## src/rtl/vga_timing_gen_if.sv

```systemverilog
// -----------------------------------------------------------------------------
// vga_timing_gen_if
//
// Purpose: bundles the raster timing outputs of vga_timing_gen so a display
// pipeline can take them as a single port.
//
// Signals:
//   hsync, vsync       sync pulses at the generator's configured polarity
//   vga_blank_n        high only while the current pixel is visible
//   vga_clk            pixel clock for the DAC
//   hcount, vcount     current pixel / line position (CW bits)
//   line_start         one-clk pulse when hcount wraps to 0
//   frame_start        one-clk pulse when (hcount,vcount) wraps to (0,0)
//   fetch_valid        pixel prefetch request is for a visible pixel
//   fetch_x, fetch_y   coordinates of the pixel being prefetched
//
// Modports:
//   master  the timing generator (drives everything)
//   slave   a consumer of the timing (reads everything)
// -----------------------------------------------------------------------------
interface vga_timing_gen_if #(
  parameter int CW = 11
);

  logic          hsync;
  logic          vsync;
  logic          vga_blank_n;
  logic          vga_clk;
  logic [CW-1:0] hcount;
  logic [CW-1:0] vcount;
  logic          line_start;
  logic          frame_start;
  logic          fetch_valid;
  logic [CW-1:0] fetch_x;
  logic [CW-1:0] fetch_y;

  modport master (
    output hsync,
    output vsync,
    output vga_blank_n,
    output vga_clk,
    output hcount,
    output vcount,
    output line_start,
    output frame_start,
    output fetch_valid,
    output fetch_x,
    output fetch_y
  );

  modport slave (
    input hsync,
    input vsync,
    input vga_blank_n,
    input vga_clk,
    input hcount,
    input vcount,
    input line_start,
    input frame_start,
    input fetch_valid,
    input fetch_x,
    input fetch_y
  );

endinterface

```

## src/rtl/vga_timing_gen.sv

```systemverilog
// -----------------------------------------------------------------------------
// vga_timing_gen
//
// Purpose: generates VGA raster timing from a system clock. A divider
// produces one pixel tick every CLK_DIV system clocks; horizontal and
// vertical counters step on that tick. Sync, blanking, line/frame pulses and
// a pixel prefetch request are registered so they line up exactly with the
// counters.
//
// Ports:
//   clk   input   system clock, all state on its rising edge
//   rst   input   asynchronous active-low reset
//   en    input   timing enable; low holds everything cleared at (0,0)
//   vid   master  timing outputs (see vga_timing_gen_if)
//
// Parameters: H_/V_ ACTIVE, FP, SYNC, BP region sizes; HS_POL / VS_POL sync
// active levels; CLK_DIV system clocks per pixel (even, >= 2); LOOKAHEAD
// prefetch lead in pixels (1 .. H_FP+H_SYNC+H_BP); CW counter width, which
// must hold H_TOTAL and V_TOTAL.
// -----------------------------------------------------------------------------
module vga_timing_gen #(
  parameter int H_ACTIVE  = 640,
  parameter int H_FP      = 16,
  parameter int H_SYNC    = 96,
  parameter int H_BP      = 48,
  parameter int V_ACTIVE  = 480,
  parameter int V_FP      = 10,
  parameter int V_SYNC    = 2,
  parameter int V_BP      = 33,
  parameter int HS_POL    = 0,
  parameter int VS_POL    = 0,
  parameter int CLK_DIV   = 2,
  parameter int LOOKAHEAD = 2,
  parameter int CW        = 11
) (
  input  logic             clk,
  input  logic             rst,
  input  logic             en,
  vga_timing_gen_if.master vid
);

  localparam int H_TOTAL = H_ACTIVE + H_FP + H_SYNC + H_BP;
  localparam int V_TOTAL = V_ACTIVE + V_FP + V_SYNC + V_BP;
  localparam int DW      = $clog2(CLK_DIV);

  // Region boundaries sized to the counter width so every compare is
  // width-matched.
  localparam logic [CW-1:0] H_LAST     = CW'(H_TOTAL - 1);
  localparam logic [CW-1:0] V_LAST     = CW'(V_TOTAL - 1);
  localparam logic [CW-1:0] H_ACT_END  = CW'(H_ACTIVE);
  localparam logic [CW-1:0] V_ACT_END  = CW'(V_ACTIVE);
  localparam logic [CW-1:0] HS_START   = CW'(H_ACTIVE + H_FP);
  localparam logic [CW-1:0] HS_END     = CW'(H_ACTIVE + H_FP + H_SYNC);
  localparam logic [CW-1:0] VS_START   = CW'(V_ACTIVE + V_FP);
  localparam logic [CW-1:0] VS_END     = CW'(V_ACTIVE + V_FP + V_SYNC);
  localparam logic [CW-1:0] LA_STEP    = CW'(LOOKAHEAD);
  // Positions at or beyond this point look ahead into the next line.
  localparam logic [CW-1:0] LA_WRAP    = CW'(H_TOTAL - LOOKAHEAD);
  localparam logic [CW-1:0] CNT_ONE    = CW'(1);

  localparam logic [DW-1:0] DIV_LAST   = DW'(CLK_DIV - 1);
  localparam logic [DW-1:0] DIV_HALF   = DW'(CLK_DIV / 2);
  localparam logic [DW-1:0] DIV_ONE    = DW'(1);

  localparam logic HS_ON = (HS_POL != 0);
  localparam logic VS_ON = (VS_POL != 0);

  // Registered state
  logic [DW-1:0] div_cnt;
  logic [CW-1:0] hcount_q;
  logic [CW-1:0] vcount_q;
  logic          vga_clk_q;
  logic          hsync_q;
  logic          vsync_q;
  logic          blank_n_q;
  logic          line_start_q;
  logic          frame_start_q;
  logic          fetch_valid_q;
  logic [CW-1:0] fetch_x_q;
  logic [CW-1:0] fetch_y_q;

  // Next-state and decode
  logic          pix_en;
  logic [DW-1:0] div_next;
  logic          h_wrap;
  logic          v_wrap;
  logic [CW-1:0] h_next;
  logic [CW-1:0] v_next;
  logic          line_start_next;
  logic          frame_start_next;
  logic          hs_act;
  logic          vs_act;
  logic          visible;
  logic [CW-1:0] fx;
  logic [CW-1:0] fy;
  logic          f_vis;

  assign pix_en = en && (div_cnt == DIV_LAST);

  // Divider: free-runs 0..CLK_DIV-1 while enabled, parked at 0 otherwise,
  // so the first pixel tick after enable comes a full CLK_DIV clocks later.
  always_comb begin
    div_next = div_cnt;
    if (!en) begin
      div_next = '0;
    end else if (div_cnt == DIV_LAST) begin
      div_next = '0;
    end else begin
      div_next = div_cnt + DIV_ONE;
    end
  end

  // Raster counters' next state. Disabling clears them directly rather
  // than through a wrap, so no line/frame pulse comes out of an enable edge.
  always_comb begin
    h_wrap           = (hcount_q == H_LAST);
    v_wrap           = (vcount_q == V_LAST);
    h_next           = hcount_q;
    v_next           = vcount_q;
    line_start_next  = 1'b0;
    frame_start_next = 1'b0;
    if (!en) begin
      h_next = '0;
      v_next = '0;
    end else if (pix_en) begin
      if (h_wrap) begin
        h_next          = '0;
        v_next          = v_wrap ? '0 : (vcount_q + CNT_ONE);
        line_start_next = 1'b1;
        frame_start_next = v_wrap;
      end else begin
        h_next = hcount_q + CNT_ONE;
      end
    end
  end

  // Output decode works on the next-state counters; registering the result
  // makes sync/blank/fetch change on the same edge as hcount/vcount.
  always_comb begin
    hs_act  = (h_next >= HS_START) && (h_next < HS_END);
    vs_act  = (v_next >= VS_START) && (v_next < VS_END);
    visible = (h_next < H_ACT_END) && (v_next < V_ACT_END);

    // Pixel LOOKAHEAD ticks ahead; LOOKAHEAD never exceeds the horizontal
    // blanking width, so at most one line wrap is possible.
    if (h_next >= LA_WRAP) begin
      fx = h_next - LA_WRAP;
      fy = (v_next == V_LAST) ? '0 : (v_next + CNT_ONE);
    end else begin
      fx = h_next + LA_STEP;
      fy = v_next;
    end
    f_vis = (fx < H_ACT_END) && (fy < V_ACT_END);
  end

  // All state. vga_clk is the divider phase registered, giving a 50% duty
  // cycle whose rising edge lands inside the pixel. fetch_x/fetch_y only
  // load on a valid request and otherwise keep the last requested pixel.
  always_ff @(posedge clk or negedge rst) begin
    if (!rst) begin
      div_cnt       <= '0;
      hcount_q      <= '0;
      vcount_q      <= '0;
      vga_clk_q     <= 1'b0;
      hsync_q       <= ~HS_ON;
      vsync_q       <= ~VS_ON;
      blank_n_q     <= 1'b0;
      line_start_q  <= 1'b0;
      frame_start_q <= 1'b0;
      fetch_valid_q <= 1'b0;
      fetch_x_q     <= '0;
      fetch_y_q     <= '0;
    end else begin
      div_cnt       <= div_next;
      hcount_q      <= h_next;
      vcount_q      <= v_next;
      vga_clk_q     <= en && (div_cnt >= DIV_HALF);
      hsync_q       <= (en && hs_act) ? HS_ON : ~HS_ON;
      vsync_q       <= (en && vs_act) ? VS_ON : ~VS_ON;
      blank_n_q     <= en && visible;
      line_start_q  <= line_start_next;
      frame_start_q <= frame_start_next;
      fetch_valid_q <= en && f_vis;
      if (en && f_vis) begin
        fetch_x_q <= fx;
        fetch_y_q <= fy;
      end
    end
  end

  assign vid.hsync       = hsync_q;
  assign vid.vsync       = vsync_q;
  assign vid.vga_blank_n = blank_n_q;
  assign vid.vga_clk     = vga_clk_q;
  assign vid.hcount      = hcount_q;
  assign vid.vcount      = vcount_q;
  assign vid.line_start  = line_start_q;
  assign vid.frame_start = frame_start_q;
  assign vid.fetch_valid = fetch_valid_q;
  assign vid.fetch_x     = fetch_x_q;
  assign vid.fetch_y     = fetch_y_q;

endmodule

```

## src/flat_wrapper.sv

```systemverilog
// flat-port wrapper written by rule: the top's interface ports become plain ports
module vga_timing_gen_flat 
#(
  parameter int H_ACTIVE  = 640,
  parameter int H_FP      = 16,
  parameter int H_SYNC    = 96,
  parameter int H_BP      = 48,
  parameter int V_ACTIVE  = 480,
  parameter int V_FP      = 10,
  parameter int V_SYNC    = 2,
  parameter int V_BP      = 33,
  parameter int HS_POL    = 0,
  parameter int VS_POL    = 0,
  parameter int CLK_DIV   = 2,
  parameter int LOOKAHEAD = 2,
  parameter int CW        = 11
)
  (clk, rst, en, vid_hsync, vid_vsync, vid_vga_blank_n, vid_vga_clk, vid_hcount, vid_vcount, vid_line_start, vid_frame_start, vid_fetch_valid, vid_fetch_x, vid_fetch_y);
  vga_timing_gen_if #(.CW(CW)) vid_i ();
  input  logic clk;
  input  logic rst;
  input  logic en;
  output wire logic [$bits(vid_i.hsync)-1:0] vid_hsync;
  output wire logic [$bits(vid_i.vsync)-1:0] vid_vsync;
  output wire logic [$bits(vid_i.vga_blank_n)-1:0] vid_vga_blank_n;
  output wire logic [$bits(vid_i.vga_clk)-1:0] vid_vga_clk;
  output wire logic [$bits(vid_i.hcount)-1:0] vid_hcount;
  output wire logic [$bits(vid_i.vcount)-1:0] vid_vcount;
  output wire logic [$bits(vid_i.line_start)-1:0] vid_line_start;
  output wire logic [$bits(vid_i.frame_start)-1:0] vid_frame_start;
  output wire logic [$bits(vid_i.fetch_valid)-1:0] vid_fetch_valid;
  output wire logic [$bits(vid_i.fetch_x)-1:0] vid_fetch_x;
  output wire logic [$bits(vid_i.fetch_y)-1:0] vid_fetch_y;
  assign vid_hsync = vid_i.hsync;
  assign vid_vsync = vid_i.vsync;
  assign vid_vga_blank_n = vid_i.vga_blank_n;
  assign vid_vga_clk = vid_i.vga_clk;
  assign vid_hcount = vid_i.hcount;
  assign vid_vcount = vid_i.vcount;
  assign vid_line_start = vid_i.line_start;
  assign vid_frame_start = vid_i.frame_start;
  assign vid_fetch_valid = vid_i.fetch_valid;
  assign vid_fetch_x = vid_i.fetch_x;
  assign vid_fetch_y = vid_i.fetch_y;
  vga_timing_gen #(.H_ACTIVE(H_ACTIVE), .H_FP(H_FP), .H_SYNC(H_SYNC), .H_BP(H_BP), .V_ACTIVE(V_ACTIVE), .V_FP(V_FP), .V_SYNC(V_SYNC), .V_BP(V_BP), .HS_POL(HS_POL), .VS_POL(VS_POL), .CLK_DIV(CLK_DIV), .LOOKAHEAD(LOOKAHEAD), .CW(CW)) u_core (.clk(clk), .rst(rst), .en(en), .vid(vid_i));
endmodule
```

## config.mk

```make
export PLATFORM = sky130hd
export DESIGN_NAME = vga_timing_gen_flat
export DESIGN_NICKNAME = d
export VERILOG_FILES = /design/src/rtl/vga_timing_gen_if.sv /design/src/rtl/vga_timing_gen.sv /design/src/flat_wrapper.sv
export SDC_FILE = /design/constraint.sdc
export NUM_CORES = 1
export LEC_CHECK = 0
export CORE_AREA = 4 4 73 125
export DETAILED_ROUTE_END_ITERATION = 6
export DIE_AREA = 0 0 77 129
export DONT_BUFFER_PORTS = 1
export HOLD_SLACK_MARGIN = 0.08
export PLACE_DENSITY = 0.6
export SYNTH_ARGS = -nofsm -noshare
export SYNTH_HDL_FRONTEND = slang
export SYNTH_SLANG_ARGS = --single-unit
```

## constraint.sdc

```tcl
create_clock -name clk -period 6.4 [get_ports clk]
set_clock_uncertainty 0.1 [all_clocks]
set_input_delay 1.28 -clock clk [delete_from_list [all_inputs] [get_ports clk]]
set_output_delay 1.28 -clock clk [all_outputs]
set_load 0.01 [all_outputs]
```

==> results.tsv <==
metric	value	unit
power.share.clock	46.8	%
cts_buffer_depth	2	
dp_hpwl	7490	microns
path_cells	ha_1, nand3_1, nor3_1, o22ai_1, nand2_1, inv_1, ha_1, o211ai_1, a22oi_1, o21ai_1, a21oi_1, o31ai_1, a21oi_1, nor3b_4, buf_4, mux2_1	
vias	2971	
vias_per_cell	6.31	
rsz0062_at_grt	no	
utilization	46.7	%
dieHeight	129	microns
hp-class	flip-flop to flip-flop	
antenna_found_initial	0	
ys_seq_area_share	36.6	%
critPathMaxFanout	13	
ys_types	73	
fmax	181	MHz
cts_setup_buffers	0	
syn_nets	402	
start_util	44.4	%
p_leak	1.59	nW
relSlewSlack	47.6	%
ys_ff_latch	52	
fin_crit_sh	86.4	%
die-area	0.00993	sq mm
layout_commonest_cell	dfrtp_1	
setup_violations	0	
overflow	0	
cts.repair.resized	0	
area_delta_synth_final	5.06	%
cts_root_buf	clkbuf_16	
crit_path_end_kind	flip-flop	
pwr-share-seq	49.9	%
grt_first_pass_wirelength	15800	microns
cp_top_family	compound AO/OA/AOI/OAI gates	
portBuffers	0	
drv_slew	0	
peakVddDrop	0.126	mV
postSynthCellCount	392	
worstSkewPairLatency	0.29	ns
cp_slowest_cell	o21ai_1	
fin_crit	5.53	ns
netSwitchingFraction	21.6	%
p_comb_share	3.4	%
wire_per_inst	21.0	microns
hold_violations	0	
grt_pass1_vias	2988	
crit_buf_inv	2	
p_sw	0.149	mW
post-route-drc-count	0	
synthArstFlopShare	100	%
place_inst	463	
synth_edf_count	0	
synth-main-ff-cell	dfrtp_1	
crit_path_start_kind	flip-flop	
ios	54	
tns	0	ns
power.internal	0.540	mW
track_usage	20.3	%
detail-route-antenna-nets	0	
final_cells	471	
crit_required	6.48	ns
fin_area	0.00374	sq mm
power_density	184	mW/mm^2
criticalPathCategory	flip-flop to flip-flop	
syn_area_per_cell	9.08	sq um
place.gp.congestion	0.865	
status	completed	
grt_max_degree	53	
htreeDepth	2	
tightest_slew	0.781	ns
cts.clk_slew.worst_paths	0.07	ns
max-cap-violations	0	
worstPathArrival	5.61	ns
row_count	43	
synth_warnings	0	
dr.pass1.iters	4	
layout-drive-gt1-share	9.71	%
final_cell_mix	50 x dfrtp_1, 41 x nand2_1, 28 x nor2_1	
cts_hold_repair.buffers	0	
core-area	0.00802	sq mm
clkSinkCount	52	
die-width	77	microns
n_antenna_cell	0	
cts_tree	done	
syn_area	0.00356	sq mm
cts_buffers	5	
slowest_delay	0.67	ns
nNetsFinal	390	
drtIter0Drc	195	
placed_area	0.00356	sq mm
wirelength	9880	microns
## layout make-up
cell class,count,area [sq um]
Clock buffer,6,139
Clock inverter,2,38.8
Fill cell,748,4280
Inverter,16,60.1
Multi-Input combinational cell,303,2070
Sequential cell,52,1300
Tap cell,90,113
Timing Repair Buffer,2,15.0
## synth_stat cells (all sizes together), types with 3 or more instances
cell | number | area, sq um
nand4 | 13 | 81.3
a21oi | 15 | 75.1
buf | 15 | 101
nor2b | 5 | 31.3
dfrtp | 50 | 1250
nand2 | 41 | 154
o31ai | 3 | 22.5
and3 | 5 | 31.3
mux2i | 8 | 80.1
o211ai | 4 | 30.0
inv | 16 | 60.1
xnor2 | 10 | 87.6
ha | 7 | 87.6
and2 | 5 | 31.3
nor4b | 4 | 56.3
o22ai | 6 | 51.3
or3 | 7 | 48.8
o21a | 5 | 37.5
o21ai | 18 | 93.8
xor2 | 9 | 78.8
clkbuf | 6 | 23.8
nand3 | 14 | 70.1
o41ai | 3 | 26.3
o22a | 3 | 26.3
nand4b | 3 | 26.3
nand2b | 4 | 25.0
and4 | 3 | 26.3
mux2 | 15 | 206
nor3 | 18 | 95.1
or4 | 3 | 30.0
nor4 | 10 | 68.8
nor2 | 28 | 105
a31oi | 6 | 37.5
## metrics by stage
step	hold WS, ns	power, mW	setup WS [ns]
global route	0.494	0.709	0.340
finish	0.472	0.688	0.873
detailed placement	0.463	0.373	0.925
CTS	0.479	0.697	0.893
floorplan	0.429	0.369	2.00
global placement	0.461	0.373	1.24
## logic make-up after synthesis
logic type | count (synthesis) | synth area share [%]
AND/OR/NAND/NOR | 170 | 26.6
buffers and inverters | 37 | 5.20
AO/OA/AOI/OAI | 84 | 16.4
flip-flops | 52 | 36.6
adder cells (fa/ha/maj) | 7 | 2.46
XOR/XNOR | 19 | 4.67
multiplexers | 23 | 8.05
## state kept, by name, indices dropped and copies added (netlist names)
register,flops
u_core.vid.fetch_y,11
u_core.vid.fetch_x,11
u_core.vid.line_start,1
u_core.vid.vcount,11
u_core.vid.fetch_valid,1
u_core.div_cnt,1
u_core.vid.vsync,1
u_core.vid.vga_clk,1
u_core.vid.vga_blank_n,1
u_core.vid.frame_start,1
u_core.vid.hcount,11
u_core.vid.hsync,1
## path summary, 6_finish.rpt
check | start | endpoint | slack [ns] | cells past startpoint
worst max-delay path | u_core.vid.hcount[0]$_DFF_PN0_ | u_core.vid.fetch_x[5]$_DFFE_PN0P_ | 0.87 | 16
worst min-delay path | u_core.vid.fetch_x[3]$_DFFE_PN0P_ | u_core.vid.fetch_x[3]$_DFFE_PN0P_ | 0.47 | 1
worst max register to register | u_core.vid.hcount[0]$_DFF_PN0_ | u_core.vid.fetch_x[5]$_DFFE_PN0P_ | 0.87 | 16
worst min register to register | u_core.vid.fetch_x[3]$_DFFE_PN0P_ | u_core.vid.fetch_x[3]$_DFFE_PN0P_ | 0.47 | 1
max in group asynchronous | rst | u_core.vid.vsync$_DFF_PN1_ | 5.44 | 0
min in group asynchronous | rst | u_core.div_cnt$_DFF_PN0_ | 0.57 | 0
## per-layer routing
layer  share of wire, %  track usage (%)  wire length [microns]
met5                  0                0                      0
met1                 37             20.5                   3620
met2                 53             36.8                   5190
met4                6.2             14.7                    612
met3                4.6             4.13                    453
## power by group through the flow
stage | Clock (mW) | Sequential, mW | Combinational (mW)
after floorplan | 0 | 0.347 | 0.0221
after global placement | 0 | 0.350 | 0.0229
after detailed placement | 0 | 0.350 | 0.0232
after CTS | 0.330 | 0.344 | 0.0233
after global routing | 0.339 | 0.344 | 0.0260
final | 0.322 | 0.343 | 0.0232
Note: power is estimated with default switching activity, not from simulation.
